--- src/rtl/airlock_sequencer_if.sv ---
// Handshake bundle between the airlock sequencer, the pump units and the operator-request logic.
// The slave modport is the sequencer's view; the master modport is its environment.
interface airlock_sequencer_if;
    logic       fill_req;
    logic       evac_req;
    logic       pressurizing;
    logic       depressurizing;
    logic       press_start;
    logic       depress_start;
    logic       inner_open;
    logic       outer_open;
    logic       busy;
    logic       fault;
    logic [2:0] state;

    modport slave (
        input  fill_req, evac_req, pressurizing, depressurizing,
        output press_start, depress_start, inner_open, outer_open, busy, fault, state
    );

    modport master (
        output fill_req, evac_req, pressurizing, depressurizing,
        input  press_start, depress_start, inner_open, outer_open, busy, fault, state
    );
endinterface

--- src/rtl/airlock_sequencer.sv ---
// Airlock chamber sequencer: door interlock plus pressurize/vent start handshakes.
// Define AIRLOCK_WATCHDOG_EN to bound the pump waits and enable the sticky FAULT state.
module airlock_sequencer #(
    parameter int DOOR_CYCLES  = 4,
    parameter int ACK_TIMEOUT  = 8,
    parameter int BUSY_TIMEOUT = 1024
) (
    input  logic                 clk_i,
    input  logic                 rst_i,
    airlock_sequencer_if.slave   bus
);

    localparam int MAX_AB = (ACK_TIMEOUT > BUSY_TIMEOUT) ? ACK_TIMEOUT : BUSY_TIMEOUT;
    localparam int MAXC   = (DOOR_CYCLES > MAX_AB) ? DOOR_CYCLES : MAX_AB;
    localparam int CW     = $clog2(MAXC) + 1;

    typedef enum logic [2:0] {
        SEALED     = 3'd0,
        SETTLE     = 3'd1,
        START      = 3'd2,
        WAIT_ACK   = 3'd3,
        WAIT_DONE  = 3'd4,
        PRESS_OPEN = 3'd5,
        VAC_OPEN   = 3'd6,
        FAULT      = 3'd7
    } state_e;

    state_e          state_q, state_d;
    logic            dir_q, dir_d;
    logic [CW-1:0]   cnt_q, cnt_d;
    logic            press_start_q, press_start_d;
    logic            depress_start_q, depress_start_d;
    logic            inner_open_q, inner_open_d;
    logic            outer_open_q, outer_open_d;
    logic            busy_q, busy_d;
    logic            fault_q, fault_d;
    logic            ack;

    // Only the busy flag of the selected pump counts as acknowledge/completion.
    assign ack = dir_q ? bus.pressurizing : bus.depressurizing;

    always_comb begin
        state_d = state_q;
        dir_d   = dir_q;
        cnt_d   = cnt_q;
        unique case (state_q)
            SEALED: begin
                if (bus.fill_req) begin
                    state_d = SETTLE;
                    dir_d   = 1'b1;
                    cnt_d   = CW'(DOOR_CYCLES - 1);
                end else if (bus.evac_req) begin
                    state_d = SETTLE;
                    dir_d   = 1'b0;
                    cnt_d   = CW'(DOOR_CYCLES - 1);
                end
            end
            SETTLE: begin
                if (cnt_q == '0) state_d = START;
                else             cnt_d   = cnt_q - CW'(1);
            end
            START: begin
                state_d = WAIT_ACK;
`ifdef AIRLOCK_WATCHDOG_EN
                cnt_d   = CW'(ACK_TIMEOUT - 1);
`endif
            end
            WAIT_ACK: begin
`ifdef AIRLOCK_WATCHDOG_EN
                if (ack) begin
                    state_d = WAIT_DONE;
                    cnt_d   = CW'(BUSY_TIMEOUT - 1);
                end else if (cnt_q == '0) begin
                    state_d = FAULT;
                end else begin
                    cnt_d   = cnt_q - CW'(1);
                end
`else
                if (ack) state_d = WAIT_DONE;
`endif
            end
            WAIT_DONE: begin
                if (!ack) begin
                    state_d = dir_q ? PRESS_OPEN : VAC_OPEN;
`ifdef AIRLOCK_WATCHDOG_EN
                end else if (cnt_q == '0) begin
                    state_d = FAULT;
                end else begin
                    cnt_d   = cnt_q - CW'(1);
`endif
                end
            end
            PRESS_OPEN: begin
                if (bus.evac_req) begin
                    state_d = SETTLE;
                    dir_d   = 1'b0;
                    cnt_d   = CW'(DOOR_CYCLES - 1);
                end
            end
            VAC_OPEN: begin
                if (bus.fill_req) begin
                    state_d = SETTLE;
                    dir_d   = 1'b1;
                    cnt_d   = CW'(DOOR_CYCLES - 1);
                end
            end
            FAULT: begin
`ifdef AIRLOCK_WATCHDOG_EN
                state_d = FAULT;
`else
                state_d = SEALED;
`endif
            end
            default: state_d = SEALED;
        endcase
    end

    // Outputs are decoded from the next state so every output is a flop aligned with state_q.
    always_comb begin
        press_start_d   = (state_d == START) &&  dir_d;
        depress_start_d = (state_d == START) && !dir_d;
        inner_open_d    = (state_d == PRESS_OPEN);
        outer_open_d    = (state_d == VAC_OPEN);
        busy_d          = (state_d == SETTLE) || (state_d == START) ||
                          (state_d == WAIT_ACK) || (state_d == WAIT_DONE);
        fault_d         = (state_d == FAULT);
    end

    always_ff @(posedge clk_i or posedge rst_i) begin
        if (rst_i) begin
            state_q         <= SEALED;
            dir_q           <= 1'b0;
            cnt_q           <= '0;
            press_start_q   <= 1'b0;
            depress_start_q <= 1'b0;
            inner_open_q    <= 1'b0;
            outer_open_q    <= 1'b0;
            busy_q          <= 1'b0;
            fault_q         <= 1'b0;
        end else begin
            state_q         <= state_d;
            dir_q           <= dir_d;
            cnt_q           <= cnt_d;
            press_start_q   <= press_start_d;
            depress_start_q <= depress_start_d;
            inner_open_q    <= inner_open_d;
            outer_open_q    <= outer_open_d;
            busy_q          <= busy_d;
            fault_q         <= fault_d;
        end
    end

    assign bus.press_start   = press_start_q;
    assign bus.depress_start = depress_start_q;
    assign bus.inner_open    = inner_open_q;
    assign bus.outer_open    = outer_open_q;
    assign bus.busy          = busy_q;
    assign bus.fault         = fault_q;
    assign bus.state         = state_q;

endmodule
--- src/flat_wrapper.sv ---
// flat-port wrapper written by rule: the top's interface ports become plain ports
module airlock_sequencer_flat 
#(
    parameter int DOOR_CYCLES  = 4,
    parameter int ACK_TIMEOUT  = 8,
    parameter int BUSY_TIMEOUT = 1024
)
  (clk_i, rst_i, bus_fill_req, bus_evac_req, bus_pressurizing, bus_depressurizing, bus_press_start, bus_depress_start, bus_inner_open, bus_outer_open, bus_busy, bus_fault, bus_state);
  airlock_sequencer_if bus_i ();
  input  logic clk_i;
  input  logic rst_i;
  input wire logic [$bits(bus_i.fill_req)-1:0] bus_fill_req;
  input wire logic [$bits(bus_i.evac_req)-1:0] bus_evac_req;
  input wire logic [$bits(bus_i.pressurizing)-1:0] bus_pressurizing;
  input wire logic [$bits(bus_i.depressurizing)-1:0] bus_depressurizing;
  output wire logic [$bits(bus_i.press_start)-1:0] bus_press_start;
  output wire logic [$bits(bus_i.depress_start)-1:0] bus_depress_start;
  output wire logic [$bits(bus_i.inner_open)-1:0] bus_inner_open;
  output wire logic [$bits(bus_i.outer_open)-1:0] bus_outer_open;
  output wire logic [$bits(bus_i.busy)-1:0] bus_busy;
  output wire logic [$bits(bus_i.fault)-1:0] bus_fault;
  output wire logic [$bits(bus_i.state)-1:0] bus_state;
  assign bus_i.fill_req = bus_fill_req;
  assign bus_i.evac_req = bus_evac_req;
  assign bus_i.pressurizing = bus_pressurizing;
  assign bus_i.depressurizing = bus_depressurizing;
  assign bus_press_start = bus_i.press_start;
  assign bus_depress_start = bus_i.depress_start;
  assign bus_inner_open = bus_i.inner_open;
  assign bus_outer_open = bus_i.outer_open;
  assign bus_busy = bus_i.busy;
  assign bus_fault = bus_i.fault;
  assign bus_state = bus_i.state;
  airlock_sequencer #(.DOOR_CYCLES(DOOR_CYCLES), .ACK_TIMEOUT(ACK_TIMEOUT), .BUSY_TIMEOUT(BUSY_TIMEOUT)) u_core (.clk_i(clk_i), .rst_i(rst_i), .bus(bus_i));
endmodule
--- config.mk ---
export PLATFORM = sky130hd
export DESIGN_NAME = airlock_sequencer_flat
export DESIGN_NICKNAME = d
export VERILOG_FILES = /design/src/rtl/airlock_sequencer_if.sv /design/src/rtl/airlock_sequencer.sv /design/src/flat_wrapper.sv
export SDC_FILE = /design/constraint.sdc
export NUM_CORES = 1
export LEC_CHECK = 0
export CAP_MARGIN = 20
export CORE_MARGIN = 1.5
export CORE_UTILIZATION = 50
export CTS_BUF_LIST = sky130_fd_sc_hd__clkbuf_8
export DETAILED_ROUTE_END_ITERATION = 8
export PLACE_DENSITY = 0.73
export SYNTH_ARGS = -nofsm -noshare
export SYNTH_HDL_FRONTEND = slang
export SYNTH_SLANG_ARGS = --single-unit
export TNS_END_PERCENT = 10
--- constraint.sdc ---
create_clock -name clk_i -period 4.75 [get_ports clk_i]
set_clock_uncertainty 0.05 [all_clocks]
set_input_delay 0.7125 -clock clk_i [delete_from_list [all_inputs] [get_ports clk_i]]
set_output_delay 0.7125 -clock clk_i [all_outputs]
set_load 0.03 [all_outputs]
==> Yosys cells after proc, flatten, opt, wreduce, memory -nomap -nowiden <==
Index checks and enable logic that the tools add are counted.
{ "totals": {"ff_bits": 21, "output_inout_bits": 9, "inputBits": 6, "word_cells": 54} }
{ "classes": {"reduce_logical": 10, "n_mux": 18, "n_addsub": 1, "n_eq_ne": 16} }
{ "ops": {"columns": ["op", "count"], "rows": [
  ["11-bit two-way mux", 4],
  ["11-bit one-hot mux with 4 select lines", 1],
  ["3-bit == test, second input constant", 8],
  ["3-bit one-hot mux with 8 select lines", 1],
  ["3-bit two-way mux", 6],
  ["3-bit by 2-bit == test with 1-bit output, second input constant", 4],
  ["11-bit zero test", 1],
  ["11-bit by 1-bit subtractor with 11-bit output, second input constant", 1],
  ["3-bit by 1-bit == test with 1-bit output, second input constant", 2],
  ["1-bit two-way mux", 4],
  ["2-bit inequality test, second input constant", 2],
  ["4-bit nonzero test", 1],
  ["3-bit zero test", 1],
  ["1-bit logical OR", 3],
  ["1-bit one-hot mux with 3 select lines", 1],
  ["3-bit AND reduction", 1],
  ["1-bit logical AND", 2],
  ["2-bit two-way mux", 1],
  ["1-bit zero test", 1]
]} }

==> Logic depth before layout (Yosys ltp) <==
{ "depth": {"depth_word": 7, "ltp_mapped": 7} }

==> Worst setup path after synthesis <==
No wires, ideal clock.
{ "synth_path": {"path_type": "flip-flop to flip-flop", "from": "reg u_core.state_q[0], in the netlist u_core.bus.state[0]", "to": "reg u_core.busy_q, in the netlist u_core.bus.busy", "period_less_slack_ns": 1.724, "n_path_buf": 1, "stages_incl_launch_ff": 7, "setup_time_ns": 0.132, "required_ns": 4.568, "path_slack_ns": 3.026, "t_arrival_ns": 1.543, "cell_sequence": "dfrtp_1 -> buf_4 -> nand2b_1 -> nor2_1 -> and2_1 -> o21a_1 -> o211ai_2"} }
{ "synth_via": {"elab_chain_cells": 7} }
{ "synth_rtl": {"columns": ["item", "line_no", "text"], "rows": [
  ["start: declaration", "airlock_sequencer.sv:28", "state_e state_q, state_d;"],
  ["start signal: assignment", "airlock_sequencer.sv:141", "state_q <= state_d;"],
  ["3-bit two-way mux", "airlock_sequencer.sv:52, airlock_sequencer.sv:94", null],
  ["3-bit two-way mux", "airlock_sequencer.sv:48", "if (bus.fill_req) begin"],
  ["3-bit one-hot mux with 8 select lines (*)", "airlock_sequencer.sv:46", "unique case (state_q)"],
  ["named net u_core.state_d[0]", "airlock_sequencer.sv:28", null],
  ["3-bit by 1-bit == test with 1-bit output or 3-bit by 2-bit == test with 1-bit output (tied branches)", "airlock_sequencer.sv:124", "busy_d = (state_d == SETTLE) || (state_d == START) ||"],
  ["1-bit logical OR (2 in a row)", "airlock_sequencer.sv:124", null],
  ["1-bit logical OR (*)", "airlock_sequencer.sv:125", "(state_d == WAIT_ACK) || (state_d == WAIT_DONE);"],
  ["named net u_core.busy_d", "airlock_sequencer.sv:35", "logic busy_q, busy_d;"],
  ["end signal: assignment", "airlock_sequencer.sv:148", "busy_q <= busy_d;"],
  ["end: declaration", "airlock_sequencer.sv:35", null]
]} }
The timed path passes the listed nets; every way through them passes the cells marked *.
A chain may end at the register's enable or synchronous reset.

==> Worst setup path in the final report <==
{ "layout_path": {"from": "reg u_core.state_q[2], in the netlist u_core.bus.state[2]", "to": "out bus_state[2]"} }
{ "layout_lines": {"columns": ["item", "line_no", "text"], "rows": [
  ["end: declaration", "flat_wrapper.sv:22", "output wire logic [$bits(bus_i.state)-1:0] bus_state;"]
]} }
No word-level cell between the ends.

==> flow_metrics.py <==
metrics = {
    "setup_path": {
        "cp_slowest_stage_delay_ps": 760,
        "arrival_ps": 1640,
        "critPathKind": "reg2out",
        "critPathSlowestCell": "sky130_fd_sc_hd__clkdlybuf4s50_1",
        "crit_family": "buffers and inverters",
        "crit_chain": "clkdlybuf4s50_1",
        "critical_path_source_type": "flip-flop",
        "timing.critical_path.to_type": "output port",
        "wp_buf_inv": 1,
        "worst_ep_required_time_ps": 3990,
        "critical_path_peak_fanout": 16,
    },
    "cells_and_area": {
        "layout.area.seq_um2": 526,
        "antenna_cells_inserted": 0,
        "layout.cells.most_common_list": "sky130_fd_sc_hd__dfrtp_1, sky130_fd_sc_hd__o21ai_0, sky130_fd_sc_hd__nor2_1, sky130_fd_sc_hd__nand2_1, sky130_fd_sc_hd__clkdlybuf4s50_1",
        "share_of_final_layout_standard_cells_stronger_than_drive_strength_1": 0.0556,
        "num-fill-cells": 221,
        "final_common_cell": "sky130_fd_sc_hd__dfrtp_1",
        "nets": 170,
        "areaGrowthSynthToFinish_pct": 15.9,
        "multi_input_area_um2": 676,
    },
    "die": {
        "row_count": 18,
        "floorplan_die_area_mm2": 0.00283,
        "die_h_um": 53.2,
        "coreArea_mm2": 0.00243,
        "top_level_ports": 15,
        "die_w_um": 53.2,
        "initial_utilization": 0.519,
    },
    "clock_network": {
        "tritoncts_clock_tree": "yes",
        "cts_max_path_buffers": 2,
        "cts.htree.levels": 1,
        "total_clock_buffers_created_by_cts": 3,
        "numClockSinks": 21,
        "cts.reportedPaths.clkPinSlew_ps": 80,
        "post-cts-setup-buffer-count": 0,
        "root_buffer": "sky130_fd_sc_hd__clkbuf_8",
        "postCtsHoldBufs": 0,
        "post_cts_resize_count": 0,
        "clock_latency_late_sink_ps": 260,
    },
    "timing": {
        "rsz_0062_raised_after_global_routing": "false",
        "final.hold.worst_slack_ps": 488,
        "worst-slew-pin-transition_ps": 768,
        "slew_violations": 0,
        "min_period_over_period": 0.505,
        "fin_setup_tns_ps": 0,
        "setup_viol": 0,
        "finalWorstPathRequiredPeriod_ps": 2400,
        "worst_slew_margin_rel": 0.488,
        "timing_hold_violations_final": 0,
        "fmax_mhz": 417,
    },
    "pwr": {
        "power_per_cell_area_mw_per_mm2": 715,
        "power.static_leakage_uw": 0.000624,
        "vdd.ir_drop.worst_v": 0.000457,
    },
    "synth": {
        "number_of_enable_type_register_cells_in_the_synthesized_netlist": 0,
        "netlist.top_cell.by_area": "sky130_fd_sc_hd__dfrtp_1",
        "yosysWarnings": 0,
        "ys_types": 42,
        "synth.cell_area_mm2": 0.00126,
        "async_reset_ff_frac": 1.00,
        "ys_seq_elements": 21,
        "synth_area_per_cell_um2": 8.46,
        "ys_seq_area_frac": 0.417,
        "yosysTopAreaCellShare": 0.417,
        "cell_types_with_the_largest_area_share_after_synthesis": "sky130_fd_sc_hd__dfrtp_1, sky130_fd_sc_hd__o21ai_0, sky130_fd_sc_hd__nand2_1, sky130_fd_sc_hd__nor2_1, sky130_fd_sc_hd__o21a_1",
        "synth_top_flop_cell": "sky130_fd_sc_hd__dfrtp_1",
        "syn-num-nets": 156,
        "synthesis.instances": 149,
    },
    "grt": {
        "pin_count_of_the_biggest_net_entering_global_routing": 22,
        "grt_pass1_vias": 1062,
        "total_routing_usage_reported_by_global_routing": 0.232,
        "antenna_found_initial": 0,
        "final_global_route_overflow_total": 0,
        "first_pass_grt_wire_length_um": 4770,
    },
    "detailed_routing": {
        "drt-pass1-iter-count": 4,
        "post_detailed_route_count_of_antenna_violating_nets": 0,
        "vias_per_cell": 5.94,
        "first_iter_violations": 39,
        "routed_wire_length_per_instance_um": 14.5,
        "vias": 1141,
        "postRouteWirelength_um": 2780,
        "route.detailed.drc": 0,
    },
    "place": {
        "io_buffers": 14,
        "detailed_place_hpwl_um": 2050,
        "gp_routability_congestion": 0.846,
    },
    "job": {
        "max_cap_violations": 0,
    },
    "min_path": {
        "worst_hold_path_type": "reg2reg",
    },
    "run_status": {
        "outcome": "finished clean",
    },
}
[per-layer routing]
metal / part of all wire / vias to the layer above / global-route usage
li1: - / 562 / -
met1: 0.43 / 549 / 0.287
met2: 0.52 / 26 / 0.407
met3: 0.033 / 4 / 0.0367
met4: 0.014 / 0 / 0.0769
met5: 0 / - / 0
[sequential cells by signal, indices dropped and copies added, names as in the netlist]
| signal | flops |
|---|---|
| u_core.bus.busy | 1 |
| u_core.bus.depress_start | 1 |
| u_core.bus.fault | 1 |
| u_core.bus.inner_open | 1 |
| u_core.bus.outer_open | 1 |
| u_core.bus.press_start | 1 |
| u_core.bus.state | 3 |
| u_core.cnt_q | 11 |
| u_core.dir_q | 1 |
[Yosys cell counts, drive strengths merged (2+ instances only)]
cell type  instances
dfrtp             21
o21ai             20
nand2             14
nor2              14
inv                9
a21oi              8
nor2b              7
o21a               7
nand3              5
buf                4
nor3               4
nand4              3
o211ai             3
a211oi             2
a31oi              2
and3               2
nand2b             2
nor4               2
o31ai              2
[logic make-up after synthesis]
logic type / share of synthesized area
AO/OA/AOI/OAI: 0.258
flip-flops: 0.417
other: 0.00297
adder cells (fa/ha/maj): 0.00992
multiplexers: 0.00794
buffers and inverters: 0.0476
AND/OR/NAND/NOR: 0.257
[cell type report]
type | instances | area share
clock buffers | 3 | 0.0283
repair buffers | 14 | 0.0959
well taps | 30 | 0.0257
multi-input cells | 114 | 0.462
clock inverters | 1 | 0.00514
flip-flops and latches | 21 | 0.360
inverters | 9 | 0.0231
[through the flow]
stage	setup slack (ps)	area (µm²)	cells	total power, µW	util
floorplan	3030	1260	149	778	-
global placement	2410	1410	188	904	0.581
detailed placement	2380	1410	188	927	0.581
CTS	2340	1460	192	1050	0.601
global route	2290	1460	192	1130	0.601
finish	2350	1460	192	1050	0.601
[power breakdown]
part | switching, µW | internal (µW)
logic | 350 | 238
registers | 98.3 | 243
clock network | 57.7 | 59.1
[final timing paths]
| kind | cells after the start | startpoint | to | slack (ps) |
|---|---|---|---|---|
| hold / removal | 1 | u_core.cnt_q[9] | u_core.cnt_q[9] | 490 |
| max in group asynchronous | 2 | rst_i | u_core.bus.state[1] | 3320 |
| min in group asynchronous | 2 | rst_i | u_core.bus.fault | 850 |
| setup / recovery | 1 | u_core.bus.state[2] | bus_state[2] | 2350 |
| setup reg to reg | 7 | u_core.cnt_q[0] | u_core.cnt_q[1] | 2660 |
| hold reg to reg | 1 | u_core.cnt_q[9] | u_core.cnt_q[9] | 490 |
Power figures use the tool's default switching activity.
